`src/rtl/bcd_display_scanner.sv`:
```
// bcd_display_scanner: double-buffered K-digit BCD value on a time-multiplexed 7-segment display.
// Defining BCD_SCAN_LZB_EN adds leading-zero blanking of the upper digits.
module bcd_display_scanner #(
  parameter int K   = 2,
  parameter int DIV = 50000
) (
  input  logic           clk,
  input  logic           rst_n,
  input  logic [4*K-1:0] bcd_in,
  input  logic           load,
  input  logic           blank,
  output logic           ready,
  output logic           frame_done,
  output logic [K-1:0]   an,
  output logic [6:0]     seg
);
  localparam int IDX_W = (K > 1) ? $clog2(K) : 1;
  localparam int CNT_W = $clog2(DIV);

  logic [CNT_W-1:0] div_cnt;
  logic [IDX_W-1:0] idx;
  logic [4*K-1:0]   disp_reg;
  logic [4*K-1:0]   pend_reg;
  logic [4*K-1:0]   new_val;
  logic             pend_flag;
  logic             tick;
  logic             idx_last;
  logic             boundary;
  logic             commit;
  logic             ready_nxt;
  logic [3:0]       cur_digit;
  logic [K-1:0]     an_nxt;
  logic [6:0]       seg_nxt;
`ifdef BCD_SCAN_LZB_EN
  logic             lz_run;
  logic             lz_hit;
`endif

  function automatic logic [6:0] decode(input logic [3:0] d);
    case (d)
      4'd0:    decode = 7'b1000000;
      4'd1:    decode = 7'b1111001;
      4'd2:    decode = 7'b0100100;
      4'd3:    decode = 7'b0110000;
      4'd4:    decode = 7'b0011001;
      4'd5:    decode = 7'b0010010;
      4'd6:    decode = 7'b0000010;
      4'd7:    decode = 7'b1111000;
      4'd8:    decode = 7'b0000000;
      4'd9:    decode = 7'b0010000;
      default: decode = 7'b0111111;
    endcase
  endfunction

  // The last slot's tick is the frame boundary; commits happen only there.
  always_comb begin
    tick      = (div_cnt == CNT_W'(DIV - 1));
    idx_last  = (idx == IDX_W'(K - 1));
    boundary  = tick && idx_last;
    commit    = boundary && (load || pend_flag);
    new_val   = load ? bcd_in : pend_reg;
    ready_nxt = boundary ? 1'b1 : !(pend_flag || load);
  end

  always_comb begin
    cur_digit = 4'd0;
    for (int i = 0; i < K; i++) begin
      if (idx == IDX_W'(i)) cur_digit = disp_reg[4*i +: 4];
    end
    an_nxt  = blank ? '0 : (K'(1) << idx);
    seg_nxt = decode(cur_digit);
`ifdef BCD_SCAN_LZB_EN
    // Walk down from the top digit; digit 0 is excluded so a zero value still shows "0".
    lz_run = 1'b1;
    lz_hit = 1'b0;
    for (int i = K - 1; i > 0; i--) begin
      lz_run = lz_run && (disp_reg[4*i +: 4] == 4'd0);
      if ((idx == IDX_W'(i)) && lz_run) lz_hit = 1'b1;
    end
    if (lz_hit) seg_nxt = 7'h7F;
`endif
  end

  always_ff @(posedge clk or negedge rst_n) begin
    if (!rst_n) begin
      div_cnt    <= '0;
      idx        <= '0;
      disp_reg   <= '0;
      pend_reg   <= '0;
      pend_flag  <= 1'b0;
      ready      <= 1'b1;
      frame_done <= 1'b0;
      an         <= '0;
      seg        <= 7'h7F;
    end else begin
      div_cnt <= tick ? '0 : div_cnt + 1'b1;
      if (tick) idx <= idx_last ? '0 : idx + 1'b1;
      if (boundary) begin
        if (commit) begin
          disp_reg  <= new_val;
          pend_flag <= 1'b0;
        end
      end else begin
        pend_reg  <= new_val;
        pend_flag <= pend_flag || load;
      end
      frame_done <= commit;
      ready      <= ready_nxt;
      an         <= an_nxt;
      seg        <= seg_nxt;
    end
  end

endmodule

```
`config.mk`:
```
export PLATFORM = sky130hd
export DESIGN_NAME = bcd_display_scanner
export DESIGN_NICKNAME = d
export VERILOG_FILES = /design/src/rtl/bcd_display_scanner.sv
export SDC_FILE = /design/constraint.sdc
export NUM_CORES = 1
export LEC_CHECK = 0
export BUFFER_PORTS_ARGS = -buffer_cell sky130_fd_sc_hd__clkbuf_2
export CORE_UTILIZATION = 52
export CTS_BUF_LIST = sky130_fd_sc_hd__clkbuf_8 sky130_fd_sc_hd__clkbuf_16
export DETAILED_ROUTE_END_ITERATION = 10
export GPL_ROUTABILITY_DRIVEN = 0
export PLACE_DENSITY_LB_ADDON = 0.3
export SYNTH_ARGS = -nofsm -noshare
export SYNTH_HDL_FRONTEND = slang
export SYNTH_SLANG_ARGS = --single-unit
```
`constraint.sdc`:
```
create_clock -name clk -period 2.4 [get_ports clk]
set_clock_uncertainty 0.05 [all_clocks]
set_input_delay 0.12 -clock clk [delete_from_list [all_inputs] [get_ports clk]]
set_output_delay 0.12 -clock clk [all_outputs]
set_load 0.02 [all_outputs]
```
======== Word-level counts from Yosys, hierarchy flattened ========
Memories as Yosys holds them, arrays and structs flattened. A register that Yosys moved wholly into a read port is not among the register bits.
Cells that the tools add are included.
Widths: inputs -> output; s select.
cells by class
  eq/ne operators ......................... 2
  reductions and logical operators ........ 6
  muxes and demuxes ....................... 8
  add/sub/neg operators ................... 2
  shift operators ......................... 1
operators by type and width
  operator               count
  $add 16x1->16 const B  1
  $eq 16x16->1 const B   1
  $mux 16                1
  $mux 8                 1
  $mux 1                 4
  $mux 4                 1
  $logic_and 1x1->1      2
  $logic_not 1->1        2
  $mux 2                 1
  $ne 2x1->1 const B     1
  $reduce_and 2->1       1
  $shl 1x1->2 const A    1
  $add 1x1->1 const B    1
  $logic_or 1x1->1       1
storage, ports and cells
  bits in read-only memories .............. 112
  flip-flop bits (word level) ............. 38
  input port bits ......................... 12
  output and inout port bits .............. 11
  logic and storage cells ................. 28
  memories ................................ 1
memory list
  memory           words  bits a word  rd ports  clocked after Yosys merged registers in  write ports  RTL line  RTL
  (no name shown)  16     7            1         1                                        0            40        case (d)

======== Depth between registers and ports, before layout ========
Gate-level depths: netlist of the first run.
  depth in word-level cells ............... 5
  depth in mapped cells ................... 7
  depth with buffers taken out ............ 6

======== Worst setup path before layout of the first run ========
Ideal clock, no wire load.
  path type ............................... reg-to-reg
  from .................................... register div_cnt[10]
  to ...................................... register pend_reg[0]
  arrival time ............................ 2.156 ns
  slack ................................... 0.069 ns
  buffers on the path ..................... 0
  clock period less this slack ............ 2.331 ns
  required time ........................... 2.225 ns
  setup time .............................. 0.125 ns
  cell stages (with the launch flop) ...... 5
  cell sequence ........................... dfrtp_1 or4b_4 or4_4 o21ai_4 mux2_4
between the ends
  word-level cells in the longest chain between the ends .. 2
ends and longest elaborated chain
  element                 RTL line  RTL
  start, declared         20        logic [CNT_W-1:0] div_cnt;
  start signal, assigned  96        div_cnt <= tick ? '0 : div_cnt + 1'b1;
  $eq 16x16->1            57        tick = (div_cnt == CNT_W'(DIV - 1));
  $logic_and 1x1->1       59        boundary = tick && idx_last;
  end signal, assigned    104       pend_reg <= new_val;
  end, declared           23        logic [4*K-1:0] pend_reg;
Every way passes these cells.
A chain may end at the register's enable or synchronous reset.

======== Final worst setup path of the first run ========
  from .................................... register div_cnt[12]
  to ...................................... register pend_reg[7]
Same word-level chain as after synthesis.

==> qor.txt, run 1 <==
Synthesized Nets: 196
Post-synth cell types: 31
Die Span X: 65.3 µm
IO Port Bufs: 22
Skew-Pair Late Insertion Delay: 0.30 ns
# clock sinks: 45
Inserted Clock Buffers: 5
Post-synth EDFFs: 0
Routed Antenna Nets: 0
Max reg flops: 16
Die H: 65.3 µm
Synth Flop Type: dfrtp_1
Htree depth: 2
Total power: 1.52 mW
Critical Path Sink Type: register
Clock tree from TritonCTS: yes
Final TNS setup: 0 ns
Drc violations: 0
Sequential fraction of the synthesis area: 54.5%
Headroom to the max-slew limit: 32.7%
Final Hold Viols: 0
Antenna cells: 0
Routed len/inst: 14.3 µm
DP Wirelength: 2650 µm
Dpl cells: 251
Total track usage: 21.3%
CP required: 2.53 ns
Share of layout cells above drive strength 1: 29.0%
Top area cells in the synthesized netlist: dfrtp_1, dfstp_2, mux2i_1
Mean area per synthesized cell: 11.7 µm²
DRT iter0 DRCs: 129
RSZ-0062 raised after global routing: false
Clock-pin slew on the worst setup and hold paths: 0.09 ns
Synthesized area: 2080 µm²
Initial core utilization: 55.6%
Count of state elements after synthesis: 45
Ys async rst share: 100%
Clk root buf: clkbuf_8
Pwr Density: 617 nW/µm²
Core area: 3740 µm²
Max incr delay on CP: 0.57 ns
CP Cell Sequence: or4b_4 > or4_4 > o21ai_4 > buf_12 > mux2_4
Initial antenna violation count: 0
Largest area contributor in the netlist: dfrtp_1
Leak: 1.17 nW
Non-Filler Instances: 262
Least-Margin Pin Slew: 1.01 ns
Synth-to-Final Area Change: 18.5%
Die area: 4260 µm²
Worst VDD drop: 0.000388 V
Pin count of the biggest net entering global routing: 44
Min cycle time layout: 2.33 ns
IO Pins: 23
Crit-path slowest cell: or4_4
Routed vias: 1406
Clock tree buffer depth: 2
Design Area, Final: 2470 µm²
Final setup vio count: 0
Worst setup SP type: register
Worst-path fanout max: 8
Outcome: complete, no violations
1st-pass router iterations: 4
Global-route wire length before repair: 6690 µm
Placed Area: 2290 µm²
Global route overflow: 0
Worst EP arrival: 2.46 ns
Period utilisation layout: 97.0%
Hold Path Class: in -> reg
Top cells by count, synth: dfrtp_1, nor2_1, o21ai_0
Kind of critical path: reg -> reg
Top-area cell type share of the netlist area: 44.4%
Pins Over Slew Limit: 0
Cts repair resizes: 0
Buf/Inv on CP: 1
Post-layout nets: 231
Count leader, synth: dfrtp_1
Syn Inst Count: 178
Fmax: 0.429 GHz
WL final: 3750 µm
Delay-heaviest family, CP: simple AND/OR/NAND/NOR gates
Via density: 5.37
Warnings, synthesis: 0
Rows: 22
Vias in the first global route: 1427
MaxCap Viol Count: 0
layout by cell type (no fill, tap or decap):
cell | netlist | final
or4b_4 | 2 | 2
o21a_1 | 1 | 1
mux2_2 | 2 | 2
o21ai_4 | 1 | 1
clkbuf_8 | 0 | 5
dlygate4sd3_1 | 0 | 2
o21ai_1 | 2 | 2
and4_1 | 1 | 1
buf_4 | 0 | 8
a22oi_1 | 1 | 1
ha_1 | 6 | 6
bufinv_16 | 0 | 2
buf_12 | 0 | 1
dfstp_2 | 8 | 8
or4_4 | 1 | 1
clkinv_2 | 0 | 1
and3_1 | 1 | 1
nor4_1 | 2 | 2
xor2_1 | 7 | 7
mux2_4 | 8 | 8
nand4b_1 | 1 | 1
nand3_1 | 6 | 6
nand4_1 | 4 | 4
xnor2_1 | 7 | 7
nor4_2 | 1 | 1
nand2_1 | 8 | 8
nor2_1 | 18 | 18
clkbuf_2 | 0 | 22
a21oi_1 | 5 | 5
dfrtp_1 | 37 | 37
mux2i_1 | 13 | 13
and2_1 | 2 | 2
inv_1 | 4 | 4
or2_0 | 1 | 1
nor3_1 | 5 | 5
or4_1 | 1 | 1
o21ai_0 | 17 | 17
cell type report:
type	instances	area [µm²]
fill	292	1270
sequential	45	1140
multi-input combinational	124	913
timing repair buffer	33	210
clock buffer	5	68.8
clock inverter	3	65.1
tap	48	60.1
inverter	4	15.0
repair_timing:
| item | CTS | global route |
|---|---|---|
| endpoints found under the hold margin | 39 | 0 |
| hold buffers | 2 | 0 |
| buffers inserted | 0 | 1 |
| setup endpoints to repair | 0 | 8 |
per-stage QoR:
step	worst slack (ns)	utilization [%]	hold slack, ns
2_1_floorplan	0.0691	-	-0.226
3_3_place_gp	0.0648	61.3	0.241
3_5_place_dp	0.0177	61.3	0.245
4_1_cts	0.0119	65.4	0.00969
5_1_grt	0.0155	65.9	0.000991
6_report	0.0714	65.9	0.0154
worst reg2reg max path, stage by stage (launching register included):
cell and delay, ns:
dfrtp_1 0.42, or4b_4 0.54, or4_4 0.57, o21ai_4 0.18
buf_12 0.15, mux2_4 0.30
path summary, 6_finish.rpt:
kind / endpoint / slack, ns / from / cells after the start
setup / recovery: pend_reg[7] / 0.07 / div_cnt[12] / 5
hold / removal: pend_reg[2] / 0.02 / bcd_in[2] / 2
setup reg to reg: pend_reg[7] / 0.07 / div_cnt[12] / 5
hold reg to reg: disp_reg[5] / 0.47 / disp_reg[5] / 2
max in group asynchronous: seg[4] / 1.11 / rst_n / 3
min in group asynchronous: disp_reg[4] / 0.47 / rst_n / 2
cells by family after synthesis:
| logic type | share of synthesized area (%) |
|---|---|
| DFF | 54.5 |
| AOI/OAI and AO/OA | 7.27 |
| muxes | 13.1 |
| buffers and inverters | 1.62 |
| xor gates and xnor gates | 5.89 |
| and+or+nand+nor | 14.0 |
| adders and majority gates | 3.60 |
power by group:
| group | leakage [nW] | switching [mW] | total (mW) | internal [mW] |
|---|---|---|---|---|
| logic | 0.542 | 0.0370 | 0.0785 | 0.0415 |
| registers | 0.560 | 0.00818 | 0.781 | 0.773 |
| clock network | 0.0681 | 0.251 | 0.664 | 0.413 |
| total | 1.17 | 0.296 | 1.52 | 1.23 |
routing by layer:
| layer | global-route usage [%] | wire, µm | vias to the layer above | share of wire (%) |
|---|---|---|---|---|
| li1 | - | - | 695 | - |
| met1 | 27.9 | 1830 | 677 | 49 |
| met2 | 32.3 | 1710 | 27 | 45 |
| met3 | 6.94 | 151 | 7 | 4.0 |
| met4 | 8.97 | 62 | 0 | 1.7 |
| met5 | 0 | 0 | - | 0 |
No activity file was read; power rests on OpenSTA's default activity.
==> run 2: changes to the inputs <==
Settings changed: CORE_UTILIZATION 52 to 55, GPL_ROUTABILITY_DRIVEN 0 to 1.
Clock period 2.4 ns to 3.01 ns, I/O delays scaled along.
==> qor.txt, run 2 (synthesis gave the netlist of run 1 again) <==
CP Cell Sequence: or4b_4 > or4_4 > o21ai_4 > mux2_4 (was or4b_4 > or4_4 > o21ai_4 > buf_12 > mux2_4)
Die area: 4040 µm² (was 4260 µm²)
Initial antenna violation count: 0 (unchanged)
Global-route wire length before repair: 6840 µm (was 6690 µm)
Pwr Density: 486 nW/µm² (was 617 nW/µm²)
Worst setup SP type: register (unchanged)
Power Internal: 915 µW (was 1.23 mW)
Clock-pin slew on the worst setup and hold paths: 0.08 ns (was 0.09 ns)
Commonest cells after routing, fill and taps aside: dfrtp_1, clkbuf_2, nor2_1 (unchanged)
Fmax: 0.392 GHz (was 0.429 GHz)
DRT iter0 DRCs: 101 (was 129)
Worst Setup SP: div_cnt[5] (was div_cnt[12])
Reg area: 1140 µm² (unchanged)
Sequential power share: 54.1% (was 51.2%)
Kind of critical path: reg -> reg (unchanged)
Switching Share: 20.5% (was 19.4%)
Worst-path fanout max: 12 (was 8)
Headroom to the max-slew limit: 29.0% (was 32.7%)
Net Switching: 236 µW (was 296 µW)
Fillers: 264 (was 292)
Post-layout nets: 222 (was 231)
Htree depth: 2 (unchanged)
1st-pass router iterations: 4 (unchanged)
MaxCap Viol Count: 0 (unchanged)
Outcome: complete, but fails checks (was complete, no violations)
CP required: 3.15 ns (was 2.53 ns)
# clock sinks: 45 (unchanged)
Final TNS setup: 0 ns (unchanged)
Vias in the first global route: 1407 (was 1427)
Min cycle time layout: 2.55 ns (was 2.33 ns)
Die H: 63.5 µm (was 65.3 µm)
IO Pins: 23 (unchanged)
Worst EP arrival: 2.69 ns (was 2.46 ns)
RSZ-0062 raised after global routing: false (unchanged)
Via density: 5.54 (was 5.37)
Cts repair resizes: 0 (unchanged)
Area taken by multi-input logic gates: 913 µm² (unchanged)
Least-Margin Pin Slew: 1.06 ns (was 1.01 ns)
Clock tree from TritonCTS: yes (unchanged)
Worst VDD drop: 0.000377 V (was 0.000388 V)
Pins Over Slew Limit: 0 (unchanged)
Max incr delay on CP: 0.61 ns (was 0.57 ns)
Antenna cells: 0 (unchanged)
Routed len/inst: 15.6 µm (was 14.3 µm)
Delay-heaviest family, CP: simple AND/OR/NAND/NOR gates (unchanged)
Share of layout cells above drive strength 1: 26.3% (was 29.0%)
Clk pwr share: 40.9% (was 43.6%)
WL final: 3910 µm (was 3750 µm)
Failing checks: hold timing
Clock tree buffer depth: 2 (unchanged)
Buf/Inv on CP: 0 (was 1)
Crit-path slowest cell: or4_4 (unchanged)
Drc violations: 0 (unchanged)
Skew-Pair Late Insertion Delay: 0.29 ns (was 0.30 ns)
Total power: 1.15 mW (was 1.52 mW)
Die Span X: 63.5 µm (was 65.3 µm)
Most common cell after layout, fill and taps aside: dfrtp_1 (unchanged)
Final GP Congestion: 0.833
Inserted Clock Buffers: 5 (unchanged)
Comb pwr share: 5.0% (was 5.2%)
Final Hold Viols: 8 (was 0)
Hold_ws: -0.00825 ns (was 0.0154 ns)
Post-CTS setup buffers: 0 (unchanged)
Max reg flops: 16 (unchanged)
Hold Path Class: in -> async (was in -> reg)
Clk root buf: clkbuf_8 (unchanged)
Initial core utilization: 60.1% (was 55.6%)
Pin count of the biggest net entering global routing: 46 (was 44)
Period utilisation layout: 84.8% (was 97.0%)
Synth-to-Final Area Change: 13.8% (was 18.5%)
Hold-fix buffers, CTS: 1 (was 2)
Routed vias: 1391 (was 1406)
Core area: 3470 µm² (was 3740 µm²)
Final setup vio count: 0 (unchanged)
DP Wirelength: 2720 µm (was 2650 µm)
Critical Path Sink Type: register (unchanged)
Routed Antenna Nets: 0 (unchanged)
Rows: 21 (was 22)
Reg2reg start: div_cnt[5] (was div_cnt[12])
Global route overflow: 0 (unchanged)
Total track usage: 22.6% (was 21.3%)
Leak: 1.11 nW (was 1.17 nW)
IO Port Bufs: 22 (unchanged)
[run 2: per-stage QoR]
stage	setup slack (ns)	utilization [%]	instance area (µm²)	hold WS [ns]	cells
after floorplan	0.679	-	2080	-0.195	178
after CTS	0.466	68.3	2370	0.0210	251
after detailed placement	0.486	64.6	2240	0.272	242
after global routing	0.407	68.3	2370	0.0516	251
after global placement	0.552	64.6	2240	0.270	242
final	0.456	68.3	2370	-0.00825	251
[run 2: worst paths after layout]
check | end | slack (ns) | cells after the start
max in group asynchronous | div_cnt[7] | 2.28 | 1
worst min-delay path | disp_reg[4] | -0.008 | 1
worst max register to register | pend_reg[5] | 0.46 | 4
worst max-delay path | pend_reg[5] | 0.46 | 4
worst min register to register | div_cnt[13] | 0.46 | 1
min in group clk | pend_reg[7] | 0.05 | 2
[run 2: cell type report]
type	count	area share [%]
Clock inverter	2	1.58
Timing Repair Buffer	24	5.39
Tap cell	46	2.43
Multi-Input combinational cell	124	38.5
Clock buffer	6	3.48
Sequential cell	45	47.9
Inverter	4	0.634
[run 2: power groups by stage]
stage	logic (mW)	clock network (mW)	registers, mW
floorplan	0.0314	0	0.633
global placement	0.0551	0	0.633
detailed placement	0.0568	0	0.634
CTS	0.0581	0.476	0.622
global route	0.0636	0.498	0.624
finish	0.0572	0.471	0.623
[run 2: per-layer routing]
layer  wire (µm)  track usage, %  vias up
li1            -               -      674
met1        1790            31.1      672
met2        1910            34.7       39
met3         143            5.07        6
met4          71            8.81        0
met5           0               0        -
[run 2: worst reg2reg max path, stage by stage (launching register included)]
cell and delay (ns):
dfrtp_1 0.47, or4b_4 0.59, or4_4 0.61, o21ai_4 0.38, mux2_4 0.34
